`config.mk`:
```
export PLATFORM = sky130hd
export DESIGN_NAME = nand3_bist_ctrl
export DESIGN_NICKNAME = d
export VERILOG_FILES = /design/src/rtl/nand3_bist_ctrl.sv
export SDC_FILE = /design/constraint.sdc
export NUM_CORES = 1
export LEC_CHECK = 0
export BUFFER_PORTS_ARGS = -buffer_cell sky130_fd_sc_hd__buf_2
export CAP_MARGIN = 20
export CORE_MARGIN = 5
export CORE_UTILIZATION = 57
export DETAILED_ROUTE_END_ITERATION = 16
export PLACE_DENSITY = 0.78
export SYNTH_ARGS = -nofsm -noshare
export SYNTH_HDL_FRONTEND = slang
export SYNTH_SLANG_ARGS = --single-unit
```
`constraint.sdc`:
```
create_clock -name clk -period 2.2 [get_ports clk]
set_input_delay 0 -clock clk [delete_from_list [all_inputs] [get_ports clk]]
set_output_delay 0 -clock clk [all_outputs]
set_load 0.05 [all_outputs]
```
`src/rtl/nand3_bist_ctrl.sv`:
```
// Exhaustive self-test sequencer for one NAND3 cell: sweeps all eight
// input vectors, samples the cell output and tallies mismatches.
module nand3_bist_ctrl #(
   parameter int SETTLE_CYC = 2,
   parameter int PASSES     = 1,
   parameter int ERRW       = 4
) (
   input  logic            clk,
   input  logic            rst_n,
   input  logic            start,
   input  logic            abort,
   input  logic            dut_out,
   output logic [2:0]      dut_in,
   output logic            busy,
   output logic            done,
   output logic            pass,
   output logic [ERRW-1:0] err_cnt,
   output logic            fail_valid,
   output logic [2:0]      fail_vec
);

   typedef enum logic [1:0] {
      IDLE,
      SETTLE,
      SAMPLE,
      DONE
   } state_t;

   localparam logic [3:0] RELOAD    = 4'(SETTLE_CYC - 1);
   localparam logic [7:0] LAST_PASS = 8'(PASSES - 1);

   state_t     state;
   logic [3:0] cnt;
   logic [7:0] pcnt;
   logic       mismatch;

   assign mismatch = dut_out ^ ~&dut_in;
   assign busy     = (state == SETTLE) || (state == SAMPLE);
   assign pass     = done && (err_cnt == '0);

   always_ff @(posedge clk or negedge rst_n) begin
      if (!rst_n) begin
         state      <= IDLE;
         dut_in     <= 3'b000;
         done       <= 1'b0;
         err_cnt    <= '0;
         fail_valid <= 1'b0;
         fail_vec   <= 3'b000;
         cnt        <= 4'd0;
         pcnt       <= 8'd0;
      end else begin
         unique case (state)
            IDLE, DONE: begin
               // abort outranks start; a held start re-arms straight out of DONE
               if (start && !abort) begin
                  state      <= SETTLE;
                  dut_in     <= 3'b000;
                  err_cnt    <= '0;
                  fail_valid <= 1'b0;
                  fail_vec   <= 3'b000;
                  done       <= 1'b0;
                  pcnt       <= 8'd0;
                  cnt        <= RELOAD;
               end
            end
            SETTLE: begin
               if (abort) begin
                  state  <= IDLE;
                  dut_in <= 3'b000;
               end else if (cnt != 4'd0) begin
                  cnt <= cnt - 4'd1;
               end else begin
                  state <= SAMPLE;
               end
            end
            SAMPLE: begin
               if (abort) begin
                  state  <= IDLE;
                  dut_in <= 3'b000;
               end else begin
                  if (mismatch) begin
                     if (err_cnt != '1) err_cnt <= err_cnt + 1'b1;
                     if (!fail_valid) begin
                        fail_valid <= 1'b1;
                        fail_vec   <= dut_in;
                     end
                  end
                  if (dut_in != 3'b111) begin
                     dut_in <= dut_in + 3'd1;
                     cnt    <= RELOAD;
                     state  <= SETTLE;
                  end else if (pcnt != LAST_PASS) begin
                     pcnt   <= pcnt + 8'd1;
                     dut_in <= 3'b000;
                     cnt    <= RELOAD;
                     state  <= SETTLE;
                  end else begin
                     dut_in <= 3'b000;
                     done   <= 1'b1;
                     state  <= DONE;
                  end
               end
            end
            default: state <= IDLE;
         endcase
      end
   end

endmodule

```
==> reports/results.txt, run 1 <==
status: complete, no violations
Setup Fix Bufs, Post-CTS: 0
delay-heaviest family, CP: compound AO/OA/AOI/OAI gates
FF/Latch Area: 651.9 µm²
critical-path maximum fanout: 5
H-tree depth: 1
antenna violations before repair: 0
clk slew on worst S/H paths: 0.13 ns
Area Overhead vs Synth: 10.82%
Cells after DPL: 222
Tot GR Track Use: 17.16%
Critical Path RT: 2.46 ns
EDFF count, synth: 0
largest area contributor in the netlist: dfrtp_1
register area share after synthesis: 41.07%
wire length of the first global-routing pass: 5.630 mm
critical-path cell list: ha_1 -> ha_1 -> xor2_1 -> a211oi_1 -> buf_4 -> nand2_1 -> o21ai_0 -> a22o_1
clk sinks: 26
drt initial violations: 80
slowest CP cell: dfrtp_2
IO Pins: 19
grt total ovfl: 0
Tmin final: 2.027 ns
P_leak: 0.8138 nW
register bit total from synthesis: 26
Worst Slack Setup Final: 0.1726 ns
Routability Congestion: 0.8738
die area: 3933 µm²
total number of vias: 1312
multiplexer area fraction after synthesis: 2.607%
post-DP HPWL: 2.393 mm
Routed Antenna Nets: 0
xor/xnor cell area share of the yosys netlist: 1.106%
Clk Latency, worst-skew pair: 0.31 ns
Async S/R FF share, synth: 100.0%
initial core utilization: 58.45%
Core Util, Final: 64.77%
Worst Tran Pin Value: 0.5928 ns
CTS tree: done
Clock Tree Buf Depth: 2
DP Area: 1705 µm²
Pre-antenna DRT Iters: 4
diodes inserted: 0
peak supply drop: 0.7031 mV
fraction of post-synthesis cell area in the top cell type by area: 41.07%
die width: 62.72 µm
largest family of logic cells by synthesized area: simple AND/OR/NAND/NOR gates
DRC: 0
Setup CP Type: reg2reg
Syn. warnings: 0
Setup crit end kind: flip-flop
Final Hold Fails: 0
FILL cells: 237
Synth Area in Adders: 8.689%
Worst EP arrival: 2.29 ns
Final Skew: 0.006006 ns
CP most frequent cell: ha_1
Final Non-Filler Cells: 228
clock buffer count from CTS: 3
Worst setup SP type: flip-flop
Vias/cell: 5.754
unrepaired setup endpoints after global routing: no
vias in the first global route: 1276
wire per inst: 13.97 µm
Post-Synthesis Cells: 175
core area: 2710 µm²
Syn Nets: 191
fraction of the mapped netlist area in simple logic gates: 23.14%
Final Cycle Share: 92.16%
Post-Syn Area per Cell: 9.052 µm²
Final #Nets: 214
Distinct cells, synth: 42
Power Total: 1.751 mW
largest net degree at the start of global routing: 27
layout cell share with drive strength beyond 1: 17.77%
Total Routed Length: 3.185 mm
FF-to-FF setup slack: 0.17 ns
Hold Crit Class: in2reg
Max Cap Viol: 0
Synth area leaders: dfrtp_1 (41%), ha_1 (8.7%), o21ai_0 (7.0%), nand2_1 (6.4%), inv_1 (2.8%)
Root Buffer: clkbuf_4
worst rel slew slack: 60.48%
worst path buffer plus inverter count: 1
# rows: 19
final hold slack: 0.1551 ns
multi-input combinational cell area: 853.3 µm²
Max Slew Vio Count: 0
Mapped Area: 1584 µm²
compound-gate portion of the synthesized area: 18.09%
P per Cell Area: 997.3 nW/µm²
I/O Buffers: 18
setup_tns: 0 ns
setup violators final: 0
ys flop type: dfrtp_1
max incr delay on CP: 0.47 ns
Max Freq: 493.2 MHz
setup slack at placement: 0.2033 ns
Die Y: 62.72 µm
Final Cell Area: 1755 µm²
## repair_timing
action	CTS	global route
endpoints found under the setup margin	0	3
hold buffers	2	0
endpoints found under the hold margin	28	0
resized for setup	0	1
## kinds of logic (layout without fill, tap and decap cells)
family          count (synthesis)  in the layout
fa+ha+maj                      11             11
xor+xnor                        2              2
buf+inv                        18             40
compound gates                 44             44
simple gates                   70             70
flops                          26             26
mux                             4              4
## report_power, final
part | internal [mW] | switching (mW) | total, mW
Combinational | 0.322 | 0.597 | 0.920
Clock | 0.0708 | 0.133 | 0.203
Sequential | 0.551 | 0.0770 | 0.628
Total | 0.944 | 0.807 | 1.75
## layout make-up
type	count	share of cell area, %
clock buffers	4	1.497
inverters	12	2.566
multi-input cells	131	48.61
repair buffers	24	7.983
flip-flops and latches	26	37.13
well taps	31	2.210
## sequential cells by signal (all words and copies together) (netlist names)
| register | flops |
|---|---|
| pcnt | 8 |
| cnt | 4 |
| err_cnt | 4 |
| dut_in | 3 |
| fail_vec | 3 |
| state | 2 |
| done | 1 |
| fail_valid | 1 |
## layout by cell type, fill, tap and decap left out, drive strengths merged, types with 2 or more instances in the layout
cell type and instances:
dlygate4sd3 2, a22o 4, dfrtp 26, nor2b 2, nand3 8, ha 11, nor4 3, or3 4
xor2 2, o21ai 23, inv 12, mux2i 3, and3 3, clkbuf 4, nand2b 5, and2 2
nor2 7, nor3b 2, nor3 4, a21oi 9, buf 22, nand2 27
## path summary, 6_finish.rpt
kind                                  startpoint                      end  cells past startpoint
max in group asynchronous                  rst_n    dut_in[0]$_DFFE_PN0P_                      2
min                                        start     state[0]$_DFFE_PN0P_                      4
max                        dut_in[0]$_DFFE_PN0P_  fail_vec[1]$_DFFE_PN0P_                      8
min in group asynchronous                  rst_n   err_cnt[3]$_DFFE_PN0P_                      2
max reg2reg                dut_in[0]$_DFFE_PN0P_  fail_vec[1]$_DFFE_PN0P_                      8
min reg2reg                  pcnt[3]$_DFFE_PN0P_      pcnt[3]$_DFFE_PN0P_                      1
## worst register-to-register path, stage by stage (launching register included)
cell	delay, ns
dfrtp_2	0.47
ha_1	0.21
ha_1	0.22
xor2_1	0.19
a211oi_1	0.33
buf_4	0.19
nand2_1	0.05
o21ai_0	0.15
a22o_1	0.16
## Yosys cell counts, drive strengths merged, types with 2 or more instances
| library cell | number |
|---|---|
| a21oi | 9 |
| buf | 3 |
| or3 | 4 |
| inv | 12 |
| and2 | 2 |
| ha | 11 |
| xor2 | 2 |
| a22o | 4 |
| clkbuf | 3 |
| and3 | 3 |
| nor2 | 7 |
| mux2i | 3 |
| nor3b | 2 |
| o21ai | 23 |
| nor4 | 3 |
| nand2b | 5 |
| dfrtp | 26 |
| nor2b | 2 |
| nor3 | 4 |
| nand2 | 27 |
| nand3 | 8 |
## per-layer routing
| layer | GRT usage [%] | vias up | wire length (µm) |
|---|---|---|---|
| met1 | 22.40 | 620 | 1460 |
| met5 | 0 | - | 0 |
| met3 | 1.978 | 4 | 110 |
| met4 | 6.366 | 0 | 28 |
| met2 | 29.02 | 27 | 1585 |
| li1 | - | 661 | - |
No activity file was read; power rests on OpenSTA's default activity.
==> run 2, diff against run 1 <==
- ABC_AREA: not set -> 1
- CELL_PAD_IN_SITES_DETAIL_PLACEMENT: not set -> 1
- CELL_PAD_IN_SITES_GLOBAL_PLACEMENT: not set -> 2
- CORE_UTILIZATION: 57 -> 33
- PLACE_DENSITY: 0.78 -> not set
- PLACE_DENSITY_LB_ADDON: not set -> 0.1
==> reports/results.txt, run 2 <==
Final Skew: 0.005087 ns (-0.0009188 ns)
Total Routed Length: 4.355 mm (+37%)
Tot GR Track Use: 14.55% (-2.6 points)
ys flop type: dfrtp_1
Worst Tran Pin Value: 0.6231 ns (+0.03029 ns)
peak supply drop: 0.6916 mV (-1.6%)
Core Util, Final: 38.39% (-26 points)
die width: 82.73 µm (+32%)
setup violators final: 0 (unchanged)
Tmin final: 1.792 ns (-0.2355 ns)
synth cell count leaders: nand2_1 (82), dfrtp_1 (26), nand3_1 (26), inv_1 (23), nor2_1 (21)
Reg with most FFs: pcnt
Syn Nets: 255 (+34%)
core area: 5107 µm² (+88%)
status: complete, no violations
# hold bufs at CTS: 1 (-1)
register area share after synthesis: 37.28% (-3.8 points)
CTS resizes: 0 (unchanged)
largest area contributor in the netlist: dfrtp_1
IO Pins: 19 (unchanged)
unrepaired setup endpoints after global routing: no
Clk Latency, worst-skew pair: 0.27 ns (-0.04 ns)
Max Cap Viol: 0 (unchanged)
Pre-antenna DRT Iters: 4 (unchanged)
layout cell share with drive strength beyond 1: 15.44% (-2.3 points)
Setup crit end kind: flip-flop
diodes inserted: 0 (unchanged)
most frequent cells in the layout: nand2_1 (82), nand3_1 (26), dfrtp_1 (26), inv_1 (23), nor2_1 (21)
most numerous cell in the Yosys netlist: nand2_1
registers with the most flip-flops: pcnt: 8 flops, cnt: 4 flops, err_cnt: 4 flops
register bit total from synthesis: 26 (unchanged)
fraction of post-synthesis cell area in the top cell type by area: 37.28% (-3.8 points)
Final Hold Fails: 0 (unchanged)
clk sinks: 26 (unchanged)
P_leak: 1.018 nW (+25%)
drt initial violations: 32 (-60%)
critical-path maximum fanout: 7 (+2)
wire length of the first global-routing pass: 7.617 mm (+35%)
Max Freq: 558.1 MHz (+13%)
H-tree depth: 1 (unchanged)
die area: 6843 µm² (+74%)
Worst EP arrival: 1.96 ns (-0.33 ns)
Syn. warnings: 0 (unchanged)
DRC: 0 (unchanged)
Routed Antenna Nets: 0 (unchanged)
worst path buffer plus inverter count: 1 (unchanged)
worst rel slew slack: 58.46% (-2.0 points)
antenna violations before repair: 0 (unchanged)
Vias/cell: 4.711 (-18%)
Distinct cells, synth: 29 (-31%)
Root Buffer: clkbuf_8
grt total ovfl: 0 (unchanged)
Synth area leaders: dfrtp_1 (37%), nand2_1 (18%), ha_1 (7.9%), nand3_1 (7.5%), inv_1 (4.9%)
final hold slack: 0.1203 ns (-0.03485 ns)
post-DP HPWL: 3.339 mm (+40%)
Mapped Area: 1745 µm² (+10%)
Die Y: 82.73 µm (+32%)
I/O Buffers: 18 (unchanged)
max FFs per register: 8 (unchanged)
setup_tns: 0 ns (unchanged)
wire per inst: 13.24 µm (-5.2%)
Worst setup SP type: flip-flop
critical-path cell list: ha_1 -> ha_1 -> nor2_1 -> nor2_1 -> nand2_2 -> inv_1 -> nor2_2 -> nand2_1 -> nand2_1 -> nand2_1
delay-heaviest family, CP: simple AND/OR/NAND/NOR gates
Area Overhead vs Synth: 12.33%
Max Slew Vio Count: 0 (unchanged)
P per Cell Area: 1108 nW/µm² (+11%)
Final #Nets: 277 (+29%)
largest net degree at the start of global routing: 27 (unchanged)
clock buffer count from CTS: 3 (unchanged)
CP most frequent cell: nand2_1
Setup Fix Bufs, Post-CTS: 0 (unchanged)
Power Total: 2.172 mW (+24%)
Routability Congestion: 0.6958 (-20%)
Post-Syn Area per Cell: 7.303 µm² (-19%)
initial core utilization: 34.17% (-24 points)
max incr delay on CP: 0.44 ns (-0.03 ns)
Post-Synthesis Cells: 239 (+37%)
# rows: 26 (+7)
Clock Tree Buf Depth: 2 (unchanged)
most common cell after layout, fill and taps aside: nand2_1
clk slew on worst S/H paths: 0.10 ns (-0.03 ns)
EDFF count, synth: 0 (unchanged)
total number of vias: 1550 (+18%)
Critical Path RT: 2.37 ns (-0.09 ns)
FILL cells: 691 (+190%)
CTS tree: done
Async S/R FF share, synth: 100.0% (unchanged)
Setup CP Type: reg2reg
Hold Crit Class: in2reg
vias in the first global route: 1562 (+22%)
Final Cycle Share: 81.45% (-11 points)
slowest CP cell: dfrtp_1
==> run 2: cell types whose count changed after synthesis, moves of 4 or more <==
| cell | before | now |
|---|---|---|
| or3_1 | 4 | 0 |
| nand2_2 | 0 | 4 |
| nand2_1 | 27 | 82 |
| nand2b_1 | 5 | 0 |
| a21oi_1 | 8 | 4 |
| nand3_1 | 7 | 26 |
| nor2_1 | 7 | 21 |
| o21ai_0 | 22 | 6 |
| inv_1 | 12 | 23 |
| o21ai_1 | 1 | 7 |
==> run 2: path summary, 6_finish.rpt <==
check | endpoint | startpoint | cells after the start | slack, ns
worst max-delay path | fail_vec[2]$_DFFE_PN0P_ | dut_in[0]$_DFFE_PN0P_ | 10 | 0.41
worst min-delay path | fail_valid$_DFFE_PN0P_ | abort | 4 | 0.12
worst max register to register | fail_vec[2]$_DFFE_PN0P_ | dut_in[0]$_DFFE_PN0P_ | 10 | 0.41
worst min register to register | fail_vec[2]$_DFFE_PN0P_ | fail_vec[2]$_DFFE_PN0P_ | 2 | 0.47
max in group asynchronous | fail_vec[2]$_DFFE_PN0P_ | rst_n | 2 | 1.51
min in group asynchronous | pcnt[0]$_DFFE_PN0P_ | rst_n | 2 | 0.28
==> run 2: layer usage <==
layer / vias to the layer above / wire length [µm] / GRT usage [%]
li1: 799 / - / -
met1: 728 / 2323 / 20.99
met4: 0 / 65 / 4.902
met5: - / 0 / 0
met2: 19 / 1811 / 22.20
met3: 4 / 155 / 1.952
==> run 2: cell type report <==
cell class	instances	area, µm²	area share (%)
Inverter	26	97.59	4.978
Sequential cell	26	650.6	33.18
Timing Repair Buffer	20	107.6	5.488
Multi-Input combinational cell	184	975.9	49.78
Clock buffer	3	41.29	2.106
Tap cell	70	87.58	4.467
==> run 2: worst register-to-register path: stages (launching register included) <==
cell and delay, ns:
dfrtp_1 0.44, ha_1 0.22, ha_1 0.30, nor2_1 0.15, nor2_1 0.06, nand2_2 0.08
inv_1 0.05, nor2_2 0.15, nand2_1 0.13, nand2_1 0.08, nand2_1 0.04
==> run 2: where the power goes <==
part	internal (mW)	total, mW	switching, mW
registers	0.545	0.608	0.0631
logic	0.371	1.28	0.910
clock network	0.123	0.283	0.160
==> run 2: logic make-up after synthesis <==
family          share of synthesized area [%]
simple gates                            40.29
buf+inv                                 6.810
flops                                   37.28
compound gates                          6.739
fa+ha+maj                               7.885
xor+xnor                                1.004
==> run 2: through the flow <==
step / instances / setup slack [ns] / area, µm²
floorplan: 239 / 0.2379 / 1745
global placement: 325 / 0.4222 / 1909
detailed placement: 325 / 0.3845 / 1909
CTS: 329 / 0.3665 / 1961
global route: 329 / 0.1726 / 1961
finish: 329 / 0.4081 / 1961
==> run 3, diff against run 2 <==
- clock period: 2.2 -> 1.7 ns (I/O delays scaled with it)
==> reports/results.txt, run 3 (synthesis gave the netlist of run 2 again) <==
Vias/cell: 4.703 (-0.17%)
largest net degree at the start of global routing: 27 (unchanged)
Max Freq: 627.1 MHz (+12%)
# rows: 26 (unchanged)
clk sinks: 26 (unchanged)
die area: 6843 µm² (unchanged)
max incr delay on CP: 0.42 ns (-0.02 ns)
Max Cap Viol: 0 (unchanged)
Die Y: 82.73 µm (unchanged)
Root Buffer: clkbuf_8
CTS tree: done
critical-path cell list: ha_2 -> inv_2 -> a21oi_4 -> nor2_8 -> nand2_4 -> nand2_4 -> nand2_1 -> nand2_1
Clk Latency, worst-skew pair: 0.28 ns (about the same)
layout cell share with drive strength beyond 1: 21.72% (+6.3 points)
grt total ovfl: 0 (unchanged)
clock buffer count from CTS: 3 (unchanged)
Worst setup SP type: flip-flop
Routability Congestion: 0.7586 (+9.0%)
vias in the first global route: 1577 (+0.96%)
registers with the most flip-flops: pcnt: 8 flops, cnt: 4 flops, err_cnt: 4 flops
die width: 82.73 µm (unchanged)
Final #Nets: 284 (+2.5%)
most common cell after layout, fill and taps aside: nand2_1
Area Overhead vs Synth: 18.92%
worst path buffer plus inverter count: 1 (unchanged)
core area: 5107 µm² (unchanged)
Core Util, Final: 40.64% (+2.3 points)
Clock Tree Buf Depth: 2 (unchanged)
drt initial violations: 42 (+31%)
delay-heaviest family, CP: flip-flops
peak supply drop: 0.6040 mV (-13%)
slowest CP cell: dfrtp_1
Setup crit end kind: flip-flop
P_leak: 1.057 nW (+3.8%)
setup slack at placement: 0.08343 ns (-0.3011 ns)
Final Cell Area: 2076 µm² (+5.9%)
P per Cell Area: 1432 nW/µm² (+29%)
Worst Tran Pin Value: 0.6328 ns (+0.009721 ns)
Setup CP Type: reg2reg
I/O Buffers: 18 (unchanged)
DRC: 0 (unchanged)
Pre-antenna DRT Iters: 4 (unchanged)
setup violators final: 0 (unchanged)
Worst EP arrival: 1.78 ns (-0.18 ns)
Total Routed Length: 4.446 mm (+2.1%)
Reg with most FFs: pcnt
antenna violations before repair: 0 (unchanged)
IO Pins: 19 (unchanged)
Final Cycle Share: 93.80% (+12 points)
Final Skew: 0.002136 ns (-0.002951 ns)
Hold Crit Class: in2reg
H-tree depth: 1 (unchanged)
FILL cells: 677 (-2.0%)
diodes inserted: 0 (unchanged)
Critical Path RT: 1.88 ns (-0.49 ns)
critical-path maximum fanout: 10 (+3)
final hold slack: 0.1089 ns (-0.01137 ns)
worst rel slew slack: 57.81% (-0.65 points)
Final Hold Fails: 0 (unchanged)
clk slew on worst S/H paths: 0.10 ns (about the same)
Worst Slack Setup Final: 0.1054 ns (-0.3027 ns)
wire length of the first global-routing pass: 7.514 mm (-1.4%)
Tmin final: 1.595 ns (-0.1973 ns)
post-DP HPWL: 3.421 mm (+2.5%)
total number of vias: 1585 (+2.3%)
Max Slew Vio Count: 0 (unchanged)
max FFs per register: 8 (unchanged)
most frequent cells in the layout: nand2_1 (81), nand3_1 (25), inv_1 (23), dfrtp_1 (23), nor2_1 (20)
DP Area: 1978 µm² (+3.6%)
Routed Antenna Nets: 0 (unchanged)
initial core utilization: 34.17% (unchanged)
status: complete, no violations
wire per inst: 13.19 µm (-0.33%)
Power Total: 2.972 mW (+37%)
Tot GR Track Use: 14.49% (-0.061 points)
[run 3: path summary, 6_finish.rpt]
path	startpoint	end	slack, ns	depth (start not counted)
max reg2reg	state[1]$_DFFE_PN0P_	pcnt[4]$_DFFE_PN0P_	0.11	8
min in group asynchronous	rst_n	pcnt[6]$_DFFE_PN0P_	0.28	2
min reg2reg	fail_vec[2]$_DFFE_PN0P_	fail_vec[2]$_DFFE_PN0P_	0.47	2
max in group asynchronous	rst_n	dut_in[0]$_DFFE_PN0P_	0.98	2
min	abort	fail_valid$_DFFE_PN0P_	0.11	4
max	state[1]$_DFFE_PN0P_	pcnt[4]$_DFFE_PN0P_	0.11	8
[run 3: cell type report]
class	count	area (µm²)	share of cell area, %
clock buffers	4	55.05	2.652
inverters	26	97.59	4.702
multi-input cells	184	1021	49.19
flip-flops and latches	26	654.4	31.53
well taps	70	87.58	4.219
repair buffers	27	160.2	7.716
[run 3: stage by stage]
stage | setup TNS (ns) | cells
2_1_floorplan | 0 | 239
3_3_place_gp | 0 | 331
3_5_place_dp | 0 | 331
4_1_cts | 0 | 336
5_1_grt | -0.0003502 | 337
6_report | 0 | 337
[run 3: worst register-to-register path, stage by stage, from the launching register on]
cell and delay, ns:
dfrtp_1 0.42, ha_2 0.41, inv_2 0.07, a21oi_4 0.18, nor2_8 0.07, nand2_4 0.13, nand2_4 0.09, nand2_1 0.07
nand2_1 0.05
[run 3: power breakdown]
| group | internal, mW | switching [mW] |
|---|---|---|
| sequential | 0.706 | 0.0750 |
| clock | 0.208 | 0.216 |
| combinational | 0.557 | 1.21 |
| total | 1.47 | 1.50 |
[run 3: per-layer routing]
layer	vias up	track usage, %	routed length, µm
met3	5	2.278	148
met4	0	5.392	68
met5	-	0	0
li1	815	-	-
met2	18	24.20	2031
met1	747	18.77	2197
[run 3: what timing repair did]
item | CTS | global route
resized for setup | 0 | 7
endpoints found under the setup margin | 0 | 14
endpoints found under the hold margin | 26 | 0
hold buffers | 1 | 0
buffers inserted | 0 | 1
